--- src/rtl/write_precomp.sv ---
// Write precompensation: timestamps each falling edge of wrdata_in and re-issues it
// D+adj+2 clocks later, shifted early/late according to the spacing of its neighbours.
module write_precomp #(
   parameter int PULSE_W = 31,
   parameter int QDEPTH  = 4
) (
   input  logic       clock,
   input  logic       reset_n,
   input  logic       wrdata_in,
   input  logic       wrgate_in,
   input  logic       precomp_en,
   input  logic [3:0] precomp_amt,
   input  logic [6:0] short_thresh,
   output logic       wrdata_out,
   output logic       wrgate_out,
   output logic       busy,
   output logic       overflow
);
   localparam int AW = $clog2(QDEPTH);
   localparam int TW = $clog2(PULSE_W + 1);

   typedef struct packed {
      logic [7:0] stamp;
      logic       prev_short;
   } entry_t;

   entry_t        queue [QDEPTH];
   logic [AW:0]   rd_ptr, wr_ptr, count;
   logic [AW-1:0] head_idx, next_idx;
   logic [7:0]    ts, interval, age, delta, target;
   logic [TW-1:0] timer;
   logic          din_q, ev, fire, push, drop, drop_q, empty, full, next_short;
   logic          cfg_en;
   logic [3:0]    cfg_amt;
   logic [6:0]    cfg_thr;

   assign count      = wr_ptr - rd_ptr;
   assign empty      = (count == '0);
   assign full       = (count == (AW+1)'(QDEPTH));
   assign head_idx   = rd_ptr[AW-1:0];
   assign next_idx   = head_idx + 1'b1;
   assign ev         = din_q & ~wrdata_in;
   assign age        = ts - queue[head_idx].stamp;
   assign delta      = queue[next_idx].stamp - queue[head_idx].stamp;
   assign next_short = (count > (AW+1)'(1)) && (delta < {1'b0, cfg_thr});

   // target = D + adj, expressed as thresh + {0,1,2} * amt
   always_comb begin
      target = {1'b0, cfg_thr} + {4'd0, cfg_amt};
      if (cfg_en && queue[head_idx].prev_short && !next_short)
         target = target + {4'd0, cfg_amt};
      else if (cfg_en && !queue[head_idx].prev_short && next_short)
         target = {1'b0, cfg_thr};
   end

   assign fire       = !empty && (age == target);
   assign push       = ev && (!full || fire);
   assign drop       = ev && full && !fire;
   assign wrdata_out = (timer == '0);

   // Stamps carry +2 so that age == D+adj lands the fall at E+D+adj+2.
   always_ff @(posedge clock) begin
      if (push)
         queue[wr_ptr[AW-1:0]] <= '{stamp: ts + 8'd2, prev_short: (interval < {1'b0, cfg_thr})};
   end

   always_ff @(posedge clock) begin
      if (!reset_n) begin
         din_q      <= 1'b1;
         interval   <= 8'hFF;
         ts         <= '0;
         rd_ptr     <= '0;
         wr_ptr     <= '0;
         timer      <= '0;
         wrgate_out <= 1'b1;
         busy       <= 1'b0;
         overflow   <= 1'b0;
         drop_q     <= 1'b0;
         cfg_en     <= precomp_en;
         cfg_amt    <= precomp_amt;
         cfg_thr    <= short_thresh;
      end else begin
         din_q <= wrdata_in;
         ts    <= ts + 8'd1;
         if (ev)
            interval <= '0;
         else if (interval != 8'hFF)
            interval <= interval + 8'd1;
         if (push)
            wr_ptr <= wr_ptr + 1'b1;
         if (fire)
            rd_ptr <= rd_ptr + 1'b1;
         if (fire)
            timer <= TW'(PULSE_W);
         else if (timer != '0)
            timer <= timer - 1'b1;
         busy     <= !empty || (timer != '0);
         drop_q   <= drop;
         overflow <= overflow | drop_q;
         // gate release waits until the last precompensated pulse has finished
         if (!wrgate_in)
            wrgate_out <= 1'b0;
         else if (empty && (timer == '0) && !ev)
            wrgate_out <= 1'b1;
         if (empty && !ev) begin
            cfg_en  <= precomp_en;
            cfg_amt <= precomp_amt;
            cfg_thr <= short_thresh;
         end
      end
   end
endmodule

--- config.mk ---
export PLATFORM = sky130hd
export DESIGN_NAME = write_precomp
export DESIGN_NICKNAME = d
export VERILOG_FILES = /design/src/rtl/write_precomp.sv
export SDC_FILE = /design/constraint.sdc
export NUM_CORES = 1
export LEC_CHECK = 0
export ABC_AREA = 1
export CAP_MARGIN = 20
export CELL_PAD_IN_SITES_DETAIL_PLACEMENT = 0
export CELL_PAD_IN_SITES_GLOBAL_PLACEMENT = 1
export CORE_ASPECT_RATIO = 0.75
export CORE_UTILIZATION = 36
export CTS_BUF_LIST = sky130_fd_sc_hd__clkbuf_8 sky130_fd_sc_hd__clkbuf_16
export DETAILED_ROUTE_END_ITERATION = 7
export PLACE_DENSITY = 0.63
export SKIP_CTS_REPAIR_TIMING = 1
export SYNTH_ARGS = -nofsm -noshare
export SYNTH_HDL_FRONTEND = slang
export SYNTH_SLANG_ARGS = --single-unit
--- constraint.sdc ---
create_clock -name clock -period 7.2 [get_ports clock]
set_input_delay 1.44 -clock clock [delete_from_list [all_inputs] [get_ports clock]]
set_output_delay 1.44 -clock clock [all_outputs]
set_load 0.02 [all_outputs]
; Word level (Yosys, flattened, before mapping)
; Memory sizes are Yosys's and may differ from the RTL's. A register that Yosys moved wholly into a read port is not among the register bits.
; Index checks and enable logic that the tools add are counted.
[totals]
register_bits = 44
latchBits = 0
ramBits = 36
romBits = 0
out_inout_bits = 4
wordCells = 80
n_memories = 1
[memory_table]
columns = memory, words, word_bits, read_ports, rd_clocked_by_memory_dff, write_ports, line_no
row1 = queue, 4, 9, 2, 1, 1, 27  ; entry_t queue [QDEPTH];
[classes]
add_sub_neg = 12
n_mul = 0
div_mod_pow = 0
magnitude_cmp = 3
eq_ne = 5
n_shift = 0
mux = 18
bitwise_logic = 3
reduce_logical = 25
[op_table]
columns = op, n
row1 = $mux W8, 4
row2 = $add A8 B1 Y8 const B, 2
row3 = $lt A8 B7 Y1, 2
row4 = $sub A8 B8 Y8, 2
row5 = $mux W7, 2
row6 = $logic_and A1 B1 Y1, 12
row7 = $mux W5, 2
row8 = $add A7 B4 Y8, 1
row9 = $add A8 B2 Y8 const B, 1
row10 = $add A8 B4 Y8, 1
row11 = $eq A8 B8 Y1, 1
row12 = $mux W4, 2
row13 = $ne A8 B8 Y1 const B, 1
row14 = $add A3 B1 Y3 const B, 2
row15 = $logic_not A1 Y1, 6
row16 = $mux W1, 6
row17 = $logic_not A5 Y1, 1
row18 = $reduce_bool A5 Y1, 1
row19 = $sub A5 B1 Y5 const B, 1
row20 = $mux W2, 2
row21 = $ne A2 B1 Y1 const B, 2
row22 = $reduce_bool A2 Y1, 2
row23 = $eq A3 B3 Y1 const B, 1
row24 = $gt A3 B1 Y1 const B, 1
row25 = 7 further kinds, 8

; Logic depth before layout (Yosys ltp)
; Gate-level depths: netlist (run 1).
; An unclocked memory read counts as a cell.
[logic_depth]
depth_word = 14
mapped_depth = 32
mapped_depth_nobuf = 31

; Worst setup path before layout (run 1)
; OpenSTA, ideal clock, no wires.
[synth_path]
path_type = register to register
start = register rd_ptr[0]
end = memory queue[0][0] in the netlist's numbering (enable)
setup_ns = 0.345
arrival_time_ns = 4.074
setup_slack_ns = 2.781
stages_incl_launch_ff = 27
n_path_buf = 2
synth_period_minus_slack_ns = 4.419
cell_sequence = dfxtp_1 > ha_1 > inv_2 > buf_6 > a21oi_1 > a32o_1 > ha_1 > inv_1 > fa_1 > nand3_1 > nand2_1 > a21o_1 > a21oi_1 > xnor2_1 > ha_1 > nand2_1 > clkbuf_1 > nand4_1 > nand2_1 > nand2_1 > nand3_1 > nand2_1 > nor2_1 > nand2_1 > o21ai_4 > nand2_2 > nor2_2
[synth_between]
elab_chain_cells = 14
elab_cells_between_ends = 22
cone_classes = add/sub (3) / order compare (2) / eq/ne (2) / mux (4) / reduce/logical (10) / memory (1)
[synth_rtl]
columns = element, line_no
row1 = from (decl), 28  ; logic [AW:0] rd_ptr, wr_ptr, count;
row2 = from (signal assigned), 92  ; rd_ptr <= rd_ptr + 1'b1;
row3 = $add A2 B1 Y2 *, 41  ; assign next_idx = head_idx + 1'b1;
row4 = named net next_idx[1], 29  ; logic [AW-1:0] head_idx, next_idx;
row5 = $mem_v2 Z4 W9 *, -
row6 = $sub A8 B8 Y8 *, 44  ; assign delta = queue[next_idx].stamp - queue[head_idx].stamp;
row7 = $lt A8 B7 Y1 *, 45  ; assign next_short = (count > (AW+1)'(1)) && (delta < {1'b0, cfg_thr});
row8 = $logic_and A1 B1 Y1 *, 45
row9 = $logic_and A1 B1 Y1 or $logic_not A1 Y1 (tied branches), "52, 50"
row10 = $mux W8 or $logic_and A1 B1 Y1 (tied branches), "52, 50"
row11 = $mux W8 *, 50  ; if (cfg_en && queue[head_idx].prev_short && !next_short)
row12 = $eq A8 B8 Y1 *, 56  ; assign fire = !empty && (age == target);
row13 = $logic_and A1 B1 Y1 *, 56
row14 = $logic_or A1 B1 Y1 *, 57  ; assign push = ev && (!full || fire);
row15 = $logic_and A1 B1 Y1 *, 57
row16 = $mux W1 *, 63  ; if (push)
row17 = $mux W1 (not written as such) *, 64  ; queue[wr_ptr[AW-1:0]] <= '{stamp: ts + 8'd2, prev_short: (interval < {1'b0, cfg_thr})};
row18 = to (decl), 27
; Mark *: on every way through the listed nets, which the timed path passes. The rest lies on a longest branch.

; Final worst setup path (run 1)
[layout_path]
start = register rd_ptr[0]
end = memory queue[1][8] in the netlist's numbering (enable)
; Same word-level chain as after synthesis.

==> impl_metrics.toml, run 1 <==
[outcome]
outcome = "finished clean"

[synth]
ys.flop_type = "edfxtp_1"
netlist.area_leader.share_pct = 26.7
yosysUniqueCellTypes = 44
syn_nets = 731
synthTopCellsByCount = "nand2_1, inv_1, nand3_1"
synth_edf_count = 48
yosysSeqAreaShare_pct = 39.3
syn_area_per_cell_um2 = 8.12
ys_warn_count = 0
mappedNetlistArea_um2 = 5400
synth_most_common_cell = "nand2_1"
yosys.area.top_type = "edfxtp_1"
async_flop_share_pct = 0
synth.area.top_cells = "edfxtp_1, dfxtp_1, ha_1"
ys_ff_latch = 82
syn_inst = 665

[critical_path]
rr_worst_depth = 24
startpoint_type = "flip-flop"
reg2reg_from = "rd_ptr[0]"
cp.required_ns = 7.17
arrival_ns = 5.69
crit_fanout = 19
worstReg2RegEnd = "queue[1][8]"
reg2reg_slack_ns = 1.48
end_kind = "flip-flop"
worstSetupPathType = "flip-flop to flip-flop"

[timing]
finClkSkew_ns = 0.00951
drv_slew = 0
period_share_pct = 79.4
tightest_slew_ns = 0.989
period_needed_ns = 5.72
setup-tns-final_ns = 0
rsz0062_at_grt = "no"
slew_headroom_pct = 33.7
setup_viol = 0
final-hold-violation-count = 0
max_freq_mhz = 175

[route]
wl_met2_um = 5380
vias = 4511
drc_errors = 0
wl_um = 14200
top_layer_used = "met4"
wl_met3_um = 855
ant_nets = 0
drt-met1-wl_um = 7770
drtIter0Drc = 328
firstDrtPassIters = 4
drt-vias-per-instance = 5.11
drt-wirelength-per-cell_um = 16.1

[global_route]
first_global_vias = 4131
globalRouteTotalUtil_pct = 19.3
grt_max_degree = 21
antenna_found_initial = 0
grt_overflow = 0
grt_pass1_wl_um = 22300

[clocking]
cts-root-buf = "clkbuf_16"
clk_pin_slew_ns = 0.07
clk_path_buf_depth = 2
clk_latency_ns = 0.34
h-tree-depth = 3
cts_inserted_buffers = 9
clkSinkCount = 82
cts_tree = "done"

[min_path]
whs_path_depth = 2
worstHoldStart = "drop_q"
hp-class = "flip-flop to flip-flop"
holdPathEnd = "overflow"

[place]
routabilityCongestion = 0.895
placedInstanceArea_um2 = 5740
dpl.hpwl_um = 11300
io_buffers = 19

[floorplan]
rows = 38
die_y_um = 108
ios = 20
die_x_um = 143
start_util_pct = 37.1
fp.coreArea_um2 = 14500
die_area_um2 = 15500

[finish]
design_area_um2 = 6050
nNetsFinal = 744
drive_gt1_share_pct = 5.86
diodes = 0
area_growth_pct = 12.0

[power]
p_leak_uw = 0.00271
power_density_nw_per_um2 = 248
power.total_uw = 1500
irDropWorstVdd_mv = 0.129

[job]
drv_cap = 0
## worst max-delay path, stage by stage (launching register included)
cell and delay [ns]:
dfxtp_1 0.76, ha_1 0.42, inv_2 0.16, a21oi_1 0.16, a32o_1 0.15, ha_1 0.15, inv_1 0.06, fa_1 0.39
nand3_1 0.09, nand2_1 0.08, a21o_1 0.16, a21oi_1 0.15, xnor2_1 0.16, ha_1 0.27, nand2_1 0.33, nand3_2 0.32
nand2_1 0.17, nand3_1 0.07, nand3b_1 0.09, nand2_1 0.06, nor2_1 0.09, nand2_1 0.16, o21ai_4 0.29, nand2_2 0.15
nor2_2 0.44
## layer usage
layer | up-vias | GRT usage (%)
met5 | - | 0
met4 | 0 | 4.56
met3 | 13 | 3.45
met2 | 121 | 26.1
met1 | 2106 | 30.9
li1 | 2271 | -
## cell type report
type	instances	area (um^2)
Fill cell	1480	8500
Multi-Input combinational cell	479	2850
Sequential cell	82	2120
Inverter	87	329
Tap cell	200	250
Clock buffer	9	225
Timing Repair Buffer	19	190
Clock inverter	7	81.3
## registers in the layout, summed over array words and instances, names as in the netlist, 3 cells and up, named ones only
register / flops
interval: 8
rd_ptr: 3
timer: 5
cfg_amt: 4
queue: 36
wr_ptr: 3
cfg_thr: 7
ts: 8
## per-stage QoR
stage | util (%) | hold WS (ns) | worst slack, ns | std cells
floorplan | - | 0.416 | 2.78 | 665
global placement | 39.5 | 0.434 | 1.60 | 867
detailed placement | 39.5 | 0.437 | 1.57 | 867
CTS | 41.6 | 0.460 | 1.55 | 883
global route | 41.6 | 0.485 | 0.998 | 883
finish | 41.6 | 0.452 | 1.48 | 883
## worst max-delay path by stage
stage	from	to	depth (start not counted)
2_1_floorplan	rd_ptr[0]	queue[0][0]	26
3_3_place_gp	rd_ptr[0]	queue[1][3]	24
3_5_place_dp	rd_ptr[0]	queue[1][0]	30
4_1_cts	rd_ptr[0]	queue[1][5]	24
5_1_grt	rd_ptr[0]	queue[1][4]	24
6_report	rd_ptr[0]	queue[1][8]	24
## kinds of logic after synthesis
family	after synthesis	share of synthesized area (%)
xor gates and xnor gates	28	4.54
AOI/OAI and AO/OA	105	11.7
adders and majority gates	50	12.3
and+or+nand+nor	296	24.3
DFF	82	39.3
buffers and inverters	104	7.90
## cells in the final DEF (no fill, tap or decap), types with 5 or more instances in the layout
master           instances
a32o_1                   7
edfxtp_1                48
clkbuf_16                9
fa_1                     5
o22ai_1                  7
nor2_1                  48
ha_1                    45
dfxtp_1                 34
nand4_1                 14
nand3b_1                 5
nor3_1                  10
nand2_1                146
a21oi_1                 42
nand2_2                  5
clkdlybuf4s50_1         19
nand3_1                 52
nor2_2                   5
xor2_1                  19
o21ai_0                 27
xnor2_1                  9
inv_1                   82
## report_power, final
group / internal (uW) / switching (uW) / leakage (uW)
clock network: 247 / 210 / 0.000150
registers: 538 / 38.6 / 0.000733
logic: 182 / 283 / 0.00182
total: 967 / 532 / 0.00271
(Power assumes the default switching activity.)
==> inputs of run 2 (changes only) <==
==> constraint.sdc (replaced) <==
create_clock -name clock -period 5.8 [get_ports clock]
set_input_delay 1.16 -clock clock [delete_from_list [all_inputs] [get_ports clock]]
set_output_delay 1.16 -clock clock [all_outputs]
set_load 0.02 [all_outputs]
==> run 2 against run 1 <==
Design area is 0.35% lower. Global-route usage up 0.61 points. Via count down 0.16%. Highest routed layer unchanged. Largest power group unchanged. Sequential power grew 24%. Count of clock-buffer cells in the layout is the same. Non-clock buffer count up 1. Sequential cell count did not move. Critical endpoint is now queue[2][3]. Die area is the same. Maximum frequency up 6.0%. Sequential share of layout area is 0.12 points higher. Clock power grew 14%.
==> impl_metrics.toml, run 2 (synthesized netlist as in run 1, its figures left out) <==
[critical_path]
worstReg2RegEnd = "queue[2][3]"
arrival_ns = 5.38
crit_fanout = 13
startpoint_type = "flip-flop"
worstSetupPathType = "flip-flop to flip-flop"
reg2reg_slack_ns = 0.41
reg2reg_from = "rd_ptr[1]"
crit_top_cell = "nand2_1"
path_cells = "ha_1 > inv_2 > a21oi_1 > a32o_1 > ha_1 > inv_1 > fa_1 > nand3_1 > nand2_1 > a21o_1 > a21oi_1 > xnor2_1 > ha_1 > nand2_1 > nand3_2 > nand2_1 > nand3_1 > nand3_1 > nand2_1 > nor2_1 > nand2_1 > o21ai_4 > nand2_2 > nor2_2"
rr_worst_depth = 24
slowest_delay_ns = 0.51
cp.required_ns = 5.78
end_kind = "flip-flop"
crit_slowest_cell = "ha_1"

[timing]
tightest_slew_ns = 1.05
period_needed_ns = 5.39
slew_headroom_pct = 29.4
period_share_pct = 93.0
drv_slew = 0
max_freq_mhz = 185
setup_viol = 0
final-hold-violation-count = 0
finClkSkew_ns = 0.00582
fin_ws_ns = 0.406
holdWs_ns = 0.472
rsz0062_at_grt = "yes"

[power]
irDropWorstVdd_mv = 0.186
power_density_nw_per_um2 = 300
p_leak_uw = 0.00269

[finish]
nNetsFinal = 745
largest_reg_flops = 36
area_growth_pct = 11.6
diodes = 0
drive_gt1_share_pct = 5.85
final_cell_mix = "nand2_1, inv_1, nand3_1"
final_common_cell = "nand2_1"

[floorplan]
die_x_um = 143
fp.coreArea_um2 = 14500
rows = 38
die_y_um = 108
start_util_pct = 37.1
die_area_um2 = 15500
ios = 20

[global_route]
grt_pass1_wl_um = 22700
antenna_found_initial = 0
grt_use_met3_pct = 3.32
grt_max_degree = 21
met1_usage_pct = 31.4
grt_overflow = 0
met2_usage_pct = 27.1
globalRouteTotalUtil_pct = 20.0
grt-busiest-layer = "met1"
first_global_vias = 4138

[route]
drtIter0Drc = 307
ant_nets = 0
drt-wirelength-per-cell_um = 16.3
firstDrtPassIters = 5
drt-vias-per-instance = 5.10
drc_errors = 0
wl_um = 14400
vias = 4504

[place]
io_buffers = 19
routabilityCongestion = 0.904
dpl.hpwl_um = 11600
post-place-ws_ns = 0.449

[min_path]
holdPathEnd = "overflow"
whs_path_depth = 2
worstHoldStart = "drop_q"
hp-class = "flip-flop to flip-flop"

[job]
drv_cap = 0

[clocking]
cts_tree = "done"
cts_inserted_buffers = 9
clkSinkCount = 82
h-tree-depth = 3
cts-root-buf = "clkbuf_16"
clk_pin_slew_ns = 0.06
clk_path_buf_depth = 2
clk_latency_ns = 0.34

[outcome]
outcome = "finished clean"
==> run 2: cell types whose count changed in the layout (fill, tap and decap cells not counted), sizes merged <==
cell	change
inv	-1
clkinv	-2
buf	+1
clkinvlp	+3
==> run 2: power breakdown <==
group | internal [uW] | leakage (uW) | total (uW) | switching [uW]
Clock | 292 | 0.000130 | 520 | 229
Combinational | 226 | 0.00183 | 575 | 349
Sequential | 668 | 0.000733 | 716 | 47.3
==> run 2: how the worst max path moves through the flow <==
stage / from / to / slack [ns] / depth (start not counted)
floorplan: rd_ptr[0] / queue[0][0] / 1.38 / 26
finish: rd_ptr[1] / queue[2][3] / 0.41 / 24
global placement: rd_ptr[1] / queue[2][0] / 0.49 / 30
global route: rd_ptr[1] / queue[0][6] / -0.04 / 24
detailed placement: rd_ptr[1] / queue[2][3] / 0.45 / 24
CTS: rd_ptr[1] / queue[2][3] / 0.41 / 24
==> run 2: metrics by stage <==
step	TNS (ns)	cell area, um^2	cells	total power (uW)	util [%]
after detailed placement	0	5750	868	1300	39.5
after global placement	0	5750	868	1300	39.5
after CTS	0	6030	884	1830	41.4
after floorplan	0	5400	665	1150	-
after global routing	-0.769	6030	884	1950	41.4
final	0	6030	884	1810	41.4
==> run 2: cell type report <==
class / instances / area [um^2]
Fill cell: 1508 / 8520
Multi-Input combinational cell: 479 / 2850
Sequential cell: 82 / 2120
Inverter: 87 / 329
Tap cell: 200 / 250
Clock buffer: 9 / 225
Timing Repair Buffer: 20 / 198
Clock inverter: 7 / 52.6
==> run 2: critical path: cells and delay by family (launching register included) <==
family | cells | cell delay, ns
AND/OR/NAND/NOR | 12 | 2.04
adder cells (fa/ha/maj) | 4 | 1.31
AO/OA/AOI/OAI | 5 | 0.94
flip-flops | 1 | 0.33
buffers and inverters | 2 | 0.26
XOR/XNOR | 1 | 0.14
==> run 2: routing by layer <==
metal  up-vias  routed length (um)  part of all wire [%]
met3        14                 748                   5.2
met1      2104                7970                    55
met4         0                 189                   1.3
met2       105                5470                    38
li1       2281                   -                     -
met5         -                   0                     0
==> inputs of run 3 (changes only) <==
--- a/config.mk
+++ b/config.mk
@@ -9,7 +9,6 @@
 export CAP_MARGIN = 20
 export CELL_PAD_IN_SITES_DETAIL_PLACEMENT = 0
 export CELL_PAD_IN_SITES_GLOBAL_PLACEMENT = 1
-export CORE_ASPECT_RATIO = 0.75
 export CORE_UTILIZATION = 36
 export CTS_BUF_LIST = sky130_fd_sc_hd__clkbuf_8 sky130_fd_sc_hd__clkbuf_16
 export DETAILED_ROUTE_END_ITERATION = 7
==> run 3 against run 2 <==
Final cell count shrank 1.7%. Count of clock-buffer cells in the layout is 1 higher. Non-clock buffer count is 1 higher. Utilization about the same. Sequential cell count unchanged. Wire length fell by 2.8%. Critical path type unchanged. Sequential share of layout area about the same. Combinational power barely moved. Die area is essentially flat. Worst hold slack improved by 0.0043 ns. Design area grew 0.17%. Maximum frequency grew 0.75%.
==> impl_metrics.toml, run 3 (synthesized netlist as in run 1, its figures left out) <==
[finish]
final_cell_mix = "nand2_1, inv_1, nand3_1"
largest_reg_flops = 36
final_common_cell = "nand2_1"
final_core_util_pct = 41.4
nNetsFinal = 746
diodes = 0
area_growth_pct = 11.8
drive_gt1_share_pct = 5.99

[timing]
drv_slew = 0
setup_viol = 0
max_freq_mhz = 187
slew_headroom_pct = 49.4
finClkSkew_ns = 0.00612
period_share_pct = 92.3
final-hold-violation-count = 0
period_needed_ns = 5.35
setup-tns-final_ns = 0
tightest_slew_ns = 0.757
fin_ws_ns = 0.447
rsz0062_at_grt = "yes"

[floorplan]
rows = 44
die_x_um = 124
fp.coreArea_um2 = 14600
die_area_um2 = 15500
die_y_um = 124
ios = 20
start_util_pct = 37.0

[clocking]
clk_path_buf_depth = 2
cts-root-buf = "clkbuf_16"
cts_inserted_buffers = 9
clk_pin_slew_ns = 0.06
clkSinkCount = 82
cts_tree = "done"
h-tree-depth = 3
clk_latency_ns = 0.33

[place]
dpl.hpwl_um = 11300
post-place-ws_ns = 0.471
routabilityCongestion = 0.926
io_buffers = 19

[global_route]
grt_overflow = 0
antenna_found_initial = 0
globalRouteTotalUtil_pct = 18.9
first_global_vias = 4157
grt_max_degree = 21
grt_pass1_wl_um = 22400

[critical_path]
crit_fanout = 16
crit_slowest_cell = "ha_1"
slowest_delay_ns = 0.50
arrival_ns = 5.33
worstSetupPathType = "flip-flop to flip-flop"
end_kind = "flip-flop"
rr_worst_depth = 26
startpoint_type = "flip-flop"
crit_top_cell = "nand2_1"
cp.required_ns = 5.78

[power]
p_leak_uw = 0.00272
power.total_uw = 1840
power_density_nw_per_um2 = 305
irDropWorstVdd_mv = 0.192

[min_path]
hp-class = "flip-flop to flip-flop"
whs_path_depth = 2

[route]
drt-wirelength-per-cell_um = 16.1
firstDrtPassIters = 5
drt-vias-per-instance = 5.09
drc_errors = 0
drtIter0Drc = 314
vias = 4426
ant_nets = 0
wl_um = 14000

[outcome]
outcome = "finished clean"

[job]
drv_cap = 0
## run 3: cell count changes in the layout (fill, tap and decap cells not counted), sizes merged
cell and delta:
bufinv +1, buf +1, clkinvlp -3, clkinv +2, inv -1, clkbuf +1
## run 3: power by group
group	switching, uW	internal [uW]	leakage, uW
combinational	351	227	0.00183
sequential	45.6	668	0.000734
clock	207	342	0.000155
total	603	1240	0.00272
## run 3: worst max-delay path: cells and delay by family (launching register included)
kind	cells	cell delay [ns]
xor+xnor	1	0.16
buf+inv	3	0.37
compound gates	5	0.91
flops	1	0.33
fa+ha+maj	4	1.31
simple gates	13	1.90
## run 3: stage by stage
| step | area (um^2) | instances | hold slack (ns) |
|---|---|---|---|
| detailed placement | 5740 | 853 | 0.460 |
| CTS | 6040 | 869 | 0.481 |
| global placement | 5740 | 853 | 0.454 |
| global route | 6040 | 869 | 0.530 |
| finish | 6040 | 869 | 0.477 |
| floorplan | 5400 | 665 | 0.416 |
## run 3: path summary, 6_finish.rpt
kind              startpoint     endpoint  slack (ns)
hold reg to reg     overflow     overflow        0.48
hold / removal      overflow     overflow        0.48
setup reg to reg   rd_ptr[1]  queue[0][7]        0.45
setup / recovery   rd_ptr[1]  queue[0][7]        0.45
## run 3: layout make-up
class,count,area (um^2)
clock inverters,6,60.1
repair buffers,21,205
inverters,87,329
multi-input cells,479,2850
fillers,1460,8550
flip-flops and latches,82,2120
clock buffers,10,239
well taps,184,230
## run 3: routing by layer
layer	up-vias	part of all wire (%)	global-route usage, %	wire (um)
met5	-	0	0	0
met4	0	1.3	5.17	187
met2	97	44	29.4	6210
li1	2272	-	-	-
met3	13	5.2	2.15	722
met1	2044	49	27.5	6850
